===== config.mk =====
export PLATFORM = sky130hd
export DESIGN_NAME = uart_tx_frame_ctrl
export DESIGN_NICKNAME = d
export VERILOG_FILES = /design/src/rtl/uart_tx_frame_ctrl.sv
export SDC_FILE = /design/constraint.sdc
export NUM_CORES = 1
export LEC_CHECK = 0
export CORE_MARGIN = 5
export CORE_UTILIZATION = 44
export CTS_CLUSTER_SIZE = 20
export DETAILED_ROUTE_END_ITERATION = 7
export GPL_TIMING_DRIVEN = 0
export PLACE_DENSITY_LB_ADDON = 0.12
export SYNTH_ARGS = -nofsm -noshare
export SYNTH_HDL_FRONTEND = slang
export SYNTH_SLANG_ARGS = --single-unit

===== constraint.sdc =====
create_clock -name CLK -period 2.1 [get_ports CLK]
set_input_delay 0.315 -clock CLK [delete_from_list [all_inputs] [get_ports CLK]]
set_output_delay 0.315 -clock CLK [all_outputs]
set_load 0.005 [all_outputs]

===== src/rtl/uart_tx_frame_ctrl.sv =====
// UART transmit framer: start bit, DATA_WIDTH data bits LSB first, optional parity, 1 or 2 stop bits.
// One line bit per baud tick; TX_OUT, busy and done are registered alongside the state.
module uart_tx_frame_ctrl #(
  parameter int DATA_WIDTH = 8,
  parameter int STOP_BITS  = 1
) (
  input  logic                  CLK,
  input  logic                  RST,
  input  logic                  tick,
  input  logic [DATA_WIDTH-1:0] P_DATA,
  input  logic                  Data_valid,
  input  logic                  PAR_EN,
  input  logic                  PAR_TYP,
  output logic                  TX_OUT,
  output logic                  busy,
  output logic                  done
);

  localparam int             BW       = (DATA_WIDTH > 1) ? $clog2(DATA_WIDTH) : 1;
  localparam logic [BW-1:0]  LAST_BIT = BW'(DATA_WIDTH - 1);
  localparam logic [BW-1:0]  ONE      = BW'(1);
  localparam bit             TWO_STOP = (STOP_BITS == 2);

  typedef enum logic [2:0] {
    S_IDLE   = 3'd0,
    S_ARM    = 3'd1,
    S_START  = 3'd2,
    S_DATA   = 3'd3,
    S_PARITY = 3'd4,
    S_STOP   = 3'd5
  } state_t;

  state_t                r_state;
  logic [DATA_WIDTH-1:0] r_shreg;
  logic [DATA_WIDTH-1:0] r_data;
  logic                  r_par_en;
  logic                  r_par_typ;
  logic [BW-1:0]         r_bit_cnt;
  logic                  r_stop_cnt;
  logic                  r_tx;
  logic                  r_busy;
  logic                  r_done;

  logic w_stop_last;
  logic w_par_bit;

  // Any STOP_BITS other than 2 behaves as a single stop bit.
  assign w_stop_last = TWO_STOP ? r_stop_cnt : 1'b1;
  assign w_par_bit   = (^r_data) ^ r_par_typ;

  always_ff @(posedge CLK) begin
    if (RST) begin
      r_state    <= S_IDLE;
      r_shreg    <= '0;
      r_data     <= '0;
      r_par_en   <= 1'b0;
      r_par_typ  <= 1'b0;
      r_bit_cnt  <= '0;
      r_stop_cnt <= 1'b0;
      r_tx       <= 1'b1;
      r_busy     <= 1'b0;
      r_done     <= 1'b0;
    end else begin
      r_done <= 1'b0;
      case (r_state)
        S_IDLE: begin
          r_tx   <= 1'b1;
          r_busy <= 1'b0;
          if (Data_valid) begin
            r_shreg   <= P_DATA;
            r_data    <= P_DATA;
            r_par_en  <= PAR_EN;
            r_par_typ <= PAR_TYP;
            r_busy    <= 1'b1;
            r_state   <= S_ARM;
          end
        end
        S_ARM: begin
          if (tick) begin
            r_tx    <= 1'b0;
            r_state <= S_START;
          end
        end
        S_START: begin
          if (tick) begin
            r_bit_cnt <= '0;
            r_tx      <= r_shreg[0];
            r_state   <= S_DATA;
          end
        end
        S_DATA: begin
          if (tick) begin
            r_shreg   <= {1'b0, r_shreg[DATA_WIDTH-1:1]};
            r_bit_cnt <= r_bit_cnt + ONE;
            if (r_bit_cnt == LAST_BIT) begin
              r_stop_cnt <= 1'b0;
              if (r_par_en) begin
                r_tx    <= w_par_bit;
                r_state <= S_PARITY;
              end else begin
                r_tx    <= 1'b1;
                r_state <= S_STOP;
              end
            end else begin
              r_tx <= r_shreg[1];
            end
          end
        end
        S_PARITY: begin
          if (tick) begin
            r_tx       <= 1'b1;
            r_stop_cnt <= 1'b0;
            r_state    <= S_STOP;
          end
        end
        S_STOP: begin
          if (tick) begin
            if (w_stop_last) begin
              r_busy  <= 1'b0;
              r_done  <= 1'b1;
              r_state <= S_IDLE;
            end else begin
              r_stop_cnt <= 1'b1;
            end
          end
        end
        default: begin
          r_tx    <= 1'b1;
          r_busy  <= 1'b0;
          r_state <= S_IDLE;
        end
      endcase
    end
  end

  assign TX_OUT = r_tx;
  assign busy   = r_busy;
  assign done   = r_done;

endmodule


# Word level (Yosys, flattened, before mapping)
# Cells that the tools add are included.
# totals
regBits	27
output_inout_bits	3
word_cells	62
# op_classes
addsub	1
n_eq_ne	13
n_mux	24
n_bitwise	3
reduce_logical	12
# ops
op	count
two-way mux 3 bit	8
one-hot mux 3 bit (6 select lines)	1
two-way mux 8 bit	2
one-hot mux 8 bit (2 select lines)	1
!= test 2 bit, second input constant	7
== test 3 bit, second input constant	3
two-way mux 1 bit	9
XOR reduction 8 bit	1
AND reduction 7 bit	1
== test 3 x 2 -> 1 bit, second input constant	2
one-hot mux 3 bit (2 select lines)	1
AND reduction 3 bit	2
one-hot mux 1 bit (5 select lines)	1
AND reduction 5 bit	1
AND reduction 2 bit	2
nonzero test 2 bit	2
OR reduction 4 bit	1
adder 3 x 1 -> 3 bit, second input constant	1
== test 3 x 1 -> 1 bit, second input constant	1
logical NOT 3 bit	1
one-hot mux 1 bit (3 select lines)	1
inverter 1 bit	2
OR reduction 2 bit	1
XOR 1 bit	1

# Depth between registers and ports, before layout
# Gate-level depths: netlist of the first run.
# depth
ltp_word	6
ltp_mapped	6

# Worst setup path before layout of the first run
# No wires, ideal clock.
# synth_timing
kind	register to register
from	register r_par_typ
to	register r_tx, in the netlist TX_OUT
setup_time_ns	0.116
arrival_ns	1.370
slack_ns	0.613
path_stages_with_launch	5
path_buffers	0
period_less_slack_ns	1.487
cell_sequence	dfxtp_1 -> xnor2_1 -> xnor3_1 -> or3_1 -> and4_1
# synth_between
elab_chain_len	5
# synth_rtl
item	line_no	rtl
start, declared	37	logic r_par_typ;
start signal, assigned	57	r_par_typ <= 1'b0;
start signal, assigned	73	r_par_typ <= PAR_TYP;
XOR 1 bit	49	assign w_par_bit = (^r_data) ^ r_par_typ;
two-way mux 1 bit	97	if (r_par_en) begin
two-way mux 1 bit	95	if (r_bit_cnt == LAST_BIT) begin
two-way mux 1 bit	92	if (tick) begin
one-hot mux 1 bit (5 select lines)	65	case (r_state)
end signal, assigned	87	r_tx <= r_shreg[0];
end signal, assigned	98	r_tx <= w_par_bit;
end signal, assigned	105	r_tx <= r_shreg[1];
end, declared	40	logic r_tx;
# Every way passes these cells. The select of a mux whose other input is x is not followed.
# A chain may end at the register's enable or synchronous reset.

# Worst setup path after layout of the first run
# layout_timing
from	input Data_valid
to	register r_shreg[3]
# layout_between
elab_chain_len	2
# layout_rtl
item	line_no	rtl
start, declared	11	input logic Data_valid,
!= test 2 bit (no source line)	n/a	
AND reduction 3 bit (no source line)	n/a	
end signal, assigned	93	r_shreg <= {1'b0, r_shreg[DATA_WIDTH-1:1]};
end, declared	34	logic [DATA_WIDTH-1:0] r_shreg;
# Every way passes these cells.

==> results of run 1 <==
-- registers in the layout, indices dropped and copies added (netlist names) --
register   flops
r_shreg        8
done           1
r_par_en       1
busy           1
r_data         8
TX_OUT         1
r_bit_cnt      3
r_par_typ      1
r_state        3
-- synth_stat cells, drive strengths merged, types with 2 or more instances --
cell	number	area, um2
nand2	33	123.9
dfxtp	27	540.5
a21oi	21	116.4
nor2	13	51.30
nand3	10	50.05
a311oi	6	52.55
buf	6	36.28
clkbuf	5	18.77
xnor2	5	51.30
o21ai	4	20.02
inv	3	11.26
nor3	3	15.01
ha	2	25.02
nand2b	2	12.51
nor2b	2	12.51
o2111ai	2	17.52
o211ai	2	15.01
or3	2	12.51
-- logic make-up (layout without fill, tap and decap cells) --
| family | Yosys count | after routing | synth area share [%] |
|---|---|---|---|
| XOR/XNOR | 6 | 6 | 5.711 |
| flip-flops | 27 | 27 | 41.82 |
| AND/OR/NAND/NOR | 72 | 72 | 25.65 |
| AO/OA/AOI/OAI | 38 | 38 | 18.98 |
| adder cells (fa/ha/maj) | 2 | 2 | 1.936 |
| buffers and inverters | 14 | 32 | 5.130 |
| multiplexers | 1 | 1 | 0.7745 |
-- cell type report --
type / count / share of cell area (%)
inverters: 3 / 0.7513
repair buffers: 14 / 9.349
plain buffers: 11 / 3.673
multi-input cells: 119 / 45.74
well taps: 31 / 2.588
clock buffers: 3 / 1.503
clock inverters: 1 / 0.3339
flip-flops and latches: 27 / 36.06
-- power by group through the flow --
stage	registers [mW]	logic (mW)	clock network, mW
after global placement	0.594	0.252	0
after CTS	0.584	0.259	0.237
after global routing	0.590	0.288	0.257
final	0.584	0.257	0.225
after floorplan	0.590	0.183	0
after detailed placement	0.596	0.258	0
-- worst paths after layout --
path             endpoint  slack, ns  cells past startpoint
max            r_shreg[3]       0.42                      6
min                  done       0.30                      3
max reg2reg        TX_OUT       0.50                      4
min reg2reg  r_bit_cnt[2]       0.47                      2
-- per-layer routing --
metal	GRT usage, %	part of all wire, %
met1	19.38	46
met2	25.25	50
met3	2.802	3.2
met4	4.580	1.0
met5	0	0
-- worst reg2reg max path, cell delays in order, from the launching register on --
cell,delay (ns)
dfxtp_1,0.35
xnor2_1,0.16
xnor3_1,0.45
or3_1,0.37
and4_1,0.18
-- metrics by stage --
step	hold WS [ns]	utilization [%]	total power, mW	worst slack [ns]
finish	0.2980	53.89	1.066	0.4155
CTS	0.2762	53.89	1.080	0.4395
detailed placement	0.4569	52.90	0.8532	0.09429
global placement	0.4439	52.90	0.8460	0.1289
floorplan	0.4317	-	0.7728	0.6133
global route	0.3116	53.89	1.135	0.3335
-- layout by cell type, fill, tap and decap left out, drive strengths merged, types with 2 or more instances in the layout --
cell type,count
ha,2
buf,6
nor2b,2
clkdlybuf4s50,14
clkbuf,8
nand2b,2
nand2,33
a21oi,21
o21ai,4
xnor2,5
or3,2
nor3,3
o211ai,2
o2111ai,2
dfxtp,27
inv,3
a311oi,6
nand3,10
nor2,13
==> impl_metrics.toml, run 1 <==
[outcome]
status = "completed"

[synth]
synth_edf_count = 0
yosys_warnings = 0
synth-async-reset-ratio_pct = 0
synth_seq_cells = 27
synth.distinct_cells = 34
dominantRegCellSynth = "dfxtp_1"
syn_nets = 176
avgSynthCellArea_um2 = 8.078
synth_cells = 160
synth.cell_area_um2 = 1292
yosysSeqAreaShare_pct = 41.82

[timing]
drv_slew = 0
finalCritPeriodShare_pct = 80.22
rsz0062_at_grt = "no"
tightestPinTransition_ns = 0.4860
fin_skew_ns = 0.008287
min_period_ns = 1.685
max_freq_ghz = 0.5936
final-setup-viol-count = 0
finalHoldViolCount = 0
setup_tns_ns = 0
relSlewSlack_pct = 67.60

[setup_path]
crit_path_start_kind = "input port"
worstPathMaxFanout = 10
endpoint_kind = "flip-flop"
crit_family = "buffers and inverters"
worstSetupPathType = "input port to flip-flop"
crit_chain = "clkdlybuf4s50_1, or3b_4, a21oi_4, buf_6, nor2_1, a311oi_1"
arrival_ns = 1.93
r2r-start = "r_par_typ"
slowest_delay_ns = 0.51
critPathRequiredTime_ns = 2.34
cp_slowest_cell = "clkdlybuf4s50_1"
critPathBufInv = 2
crit_path_start = "Data_valid"

[final_layout]
multiInputGateArea_um2 = 685.7
area_delta_synth_final_pct = 15.97
drive_gt1_share_pct = 7.865
seqCellArea_um2 = 540.5
fillCellCount = 268
n_antenna_cell = 0
final_cells = 209
nets = 195
fin_area_um2 = 1499

[clock_tree]
cts_buffer_depth = 2
cts.sinks = 27
clk_pin_slew_ns = 0.14
cts-htree-levels = 1
cts_tree = "yes"
post-cts-setup-buffers = 0
cts_buffers = 3
cts_root_buffer = "clkbuf_4"
insertion_delay_ns = 0.32
ctsResizeCount = 0
ctsHoldBuffers = 0

[floorplan]
initial_core_util_pct = 46.47
rows = 19
die_w_um = 64.20
io-pin-count = 17
dieArea_um2 = 4122
core-area_um2 = 2781
dieHeight_um = 64.20

[power]
peakVddDrop_mv = 0.5093
p_int_mw = 0.7465
p_seq_share_pct = 54.8
p_comb_share_pct = 24.1
p_leak_nw = 0.5566
clkPwrFrac_pct = 21.1
p_switching_mw = 0.3195
cellPowerDensity_nw_per_um2 = 711.2
switching_share_pct = 29.97

[worst_hold_path]
min_path_type = "input port to flip-flop"
hp-start = "tick"

[place]
dpl_cell_area_um2 = 1471
port-buffer-count = 14
dp_hpwl_mm = 2.237
dp_cells = 205
routabilityCongestion = 0.8116

[global_routing]
antenna_found_initial = 0
grt_pass1_wl_mm = 4.981
grt_pass1_vias = 1107
grt_max_degree = 16
grt_remaining_overflow = 0
grt_usage_pct = 15.01

[detailed_routing]
via_per_inst = 5.593
wl_per_cell_um = 13.86
vias = 1169
drt_pass1_iterations = 4
drc = 0
routed_wirelength_mm = 2.896
final_antenna_net_count = 0
first_iter_violations = 61

[run]
cap_violations = 0
(Power assumes the default switching activity.)
==> inputs of run 2 (changes only) <==
clock period = 1.7 ns   (was 2.1 ns; I/O delays follow)
==> run 2 against run 1 <==
  * Clock skew fell by 0.0031 ns
  * Cell count did not move
  * Global-route usage did not move
  * Largest power group unchanged
  * Largest cell class unchanged
  * Flip-flop and latch count did not move
  * Total power rose by 24%
  * Register-to-register slack got worse by 0.40 ns
==> impl_metrics.toml, run 2 (synthesis results as in run 1) <==
[outcome]
status = "completed"

[clock_tree]
ctsHoldBuffers = 0
cts-htree-levels = 1
cts.sinks = 27
insertion_delay_ns = 0.32
cts_root_buffer = "clkbuf_4"
cts_buffer_depth = 2
clk_pin_slew_ns = 0.14
cts_tree = "yes"
cts_buffers = 3

[timing]
relSlewSlack_pct = 65.63
drv_slew = 0
finalHoldViolCount = 0
min_period_ns = 1.610
finalCritPeriodShare_pct = 94.73
tightestPinTransition_ns = 0.5156
fin_skew_ns = 0.005140
max_freq_ghz = 0.6210
setup_tns_ns = 0
final-setup-viol-count = 0

[detailed_routing]
first_iter_violations = 68
drt_pass1_iterations = 4
final_antenna_net_count = 0
routed_wirelength_mm = 2.922
via_per_inst = 5.622
vias = 1175
wl_per_cell_um = 13.98
drc = 0

[setup_path]
reg2reg_to = "TX_OUT"
worstSetupPathType = "input port to flip-flop"
r2r_cells = 4
crit_path_start = "Data_valid"
worstPathMaxFanout = 10
r2r-start = "r_par_typ"
arrival_ns = 1.85
critPathRequiredTime_ns = 1.94
crit_path_start_kind = "input port"
endpoint_kind = "flip-flop"
crit_end = "r_shreg[3]"
reg2reg_slack_ns = 0.10

[floorplan]
dieHeight_um = 64.20
die_w_um = 64.20
rows = 19
io-pin-count = 17
initial_core_util_pct = 46.47
dieArea_um2 = 4122
core-area_um2 = 2781

[final_layout]
fillCellCount = 271
reg_top3 = "r_data (8), r_shreg (8)"
final_cell_mix = "32 x nand2_1, 27 x dfxtp_1, 20 x a21oi_1, 14 x clkdlybuf4s50_1, 12 x nor2_1"
n_antenna_cell = 0
area_delta_synth_final_pct = 16.55
drive_gt1_share_pct = 9.551
final_common_cell = "nand2_1"
nets = 195
final_cells = 209

[place]
dp_hpwl_mm = 2.237
port-buffer-count = 14
routabilityCongestion = 0.8116
dp_cells = 205

[global_routing]
grt_pass1_vias = 1107
grt_remaining_overflow = 0
grt_pass1_wl_mm = 4.981
grt_usage_pct = 15.01
grt_max_degree = 16
antenna_found_initial = 0

[power]
p_switching_mw = 0.3991
p_comb_share_pct = 24.5
p_int_mw = 0.9272
clkPwrFrac_pct = 21.1
peakVddDrop_mv = 0.6315
cellPowerDensity_nw_per_um2 = 880.4
switching_share_pct = 30.09
p_leak_nw = 0.5642
p_seq_share_pct = 54.4

[run]
cap_violations = 0

[worst_hold_path]
min_path_type = "input port to flip-flop"
-- run 2: worst min path at each step --
stage                     slack [ns]    startpoint  cells past startpoint           end
after floorplan                 0.39        PAR_EN                      2      r_par_en
after global placement          0.44  r_bit_cnt[2]                      2  r_bit_cnt[2]
after detailed placement        0.46  r_bit_cnt[1]                      2  r_bit_cnt[1]
after CTS                       0.22          tick                      3          done
after global routing            0.25          tick                      3          done
final                           0.23          tick                      3          done
-- run 2: per-stage QoR --
stage          utilization (%)  hold WS, ns  setup WS [ns]  area [um2]  power (mW)
2_1_floorplan                -       0.3910         0.2133        1292      0.9547
3_3_place_gp             52.90       0.4439        -0.2111        1471       1.045
3_5_place_dp             52.90       0.4569        -0.2457        1471       1.054
4_1_cts                  53.89       0.2162        0.09216        1499       1.334
5_1_grt                  54.16       0.2515     -0.0007501        1506       1.409
6_report                 54.16       0.2311        0.08962        1506       1.326
-- run 2: area by class of cell --
cell class | count | area, um2 | area share (%)
clock buffers | 3 | 22.52 | 1.495
well taps | 31 | 38.79 | 2.575
inverters | 3 | 11.26 | 0.7475
flip-flops and latches | 27 | 540.5 | 35.88
plain buffers | 10 | 52.55 | 3.488
repair buffers | 15 | 147.6 | 9.801
multi-input cells | 119 | 688.2 | 45.68
clock inverters | 1 | 5.005 | 0.3322
-- run 2: repair_timing --
action	in CTS	in global routing
endpoints found under the hold margin	0	0
setup buffers	0	1
resized for setup	0	3
endpoints found under the setup margin	0	6
-- run 2: worst max-delay path: stages --
cell and delay [ns]:
clkdlybuf4s50_1 0.51, or3b_4 0.42, a21oi_4 0.23, buf_6 0.17
nor2_1 0.04, a311oi_1 0.22
-- run 2: routing by layer --
metal | up-vias | global-route usage (%) | wire, um
li1 | 595 | - | -
met1 | 557 | 19.38 | 1353
met2 | 19 | 25.25 | 1451
met3 | 4 | 2.802 | 88
met4 | 0 | 4.580 | 29
met5 | - | 0 | 0
-- run 2: power groups by stage --
stage                     Clock [mW]  Combinational, mW  Sequential, mW
after detailed placement           0              0.318           0.736
after global routing           0.318              0.363           0.729
after floorplan                    0              0.226           0.729
after global placement             0              0.311           0.734
after CTS                      0.293              0.320           0.721
final                          0.280              0.325           0.721
==> inputs of run 3 (changes only) <==
SKIP_CTS_REPAIR_TIMING = 1   (was unset)
==> results of run 3 <==
Final layout, timing and power as in run 2 (identical DEF).
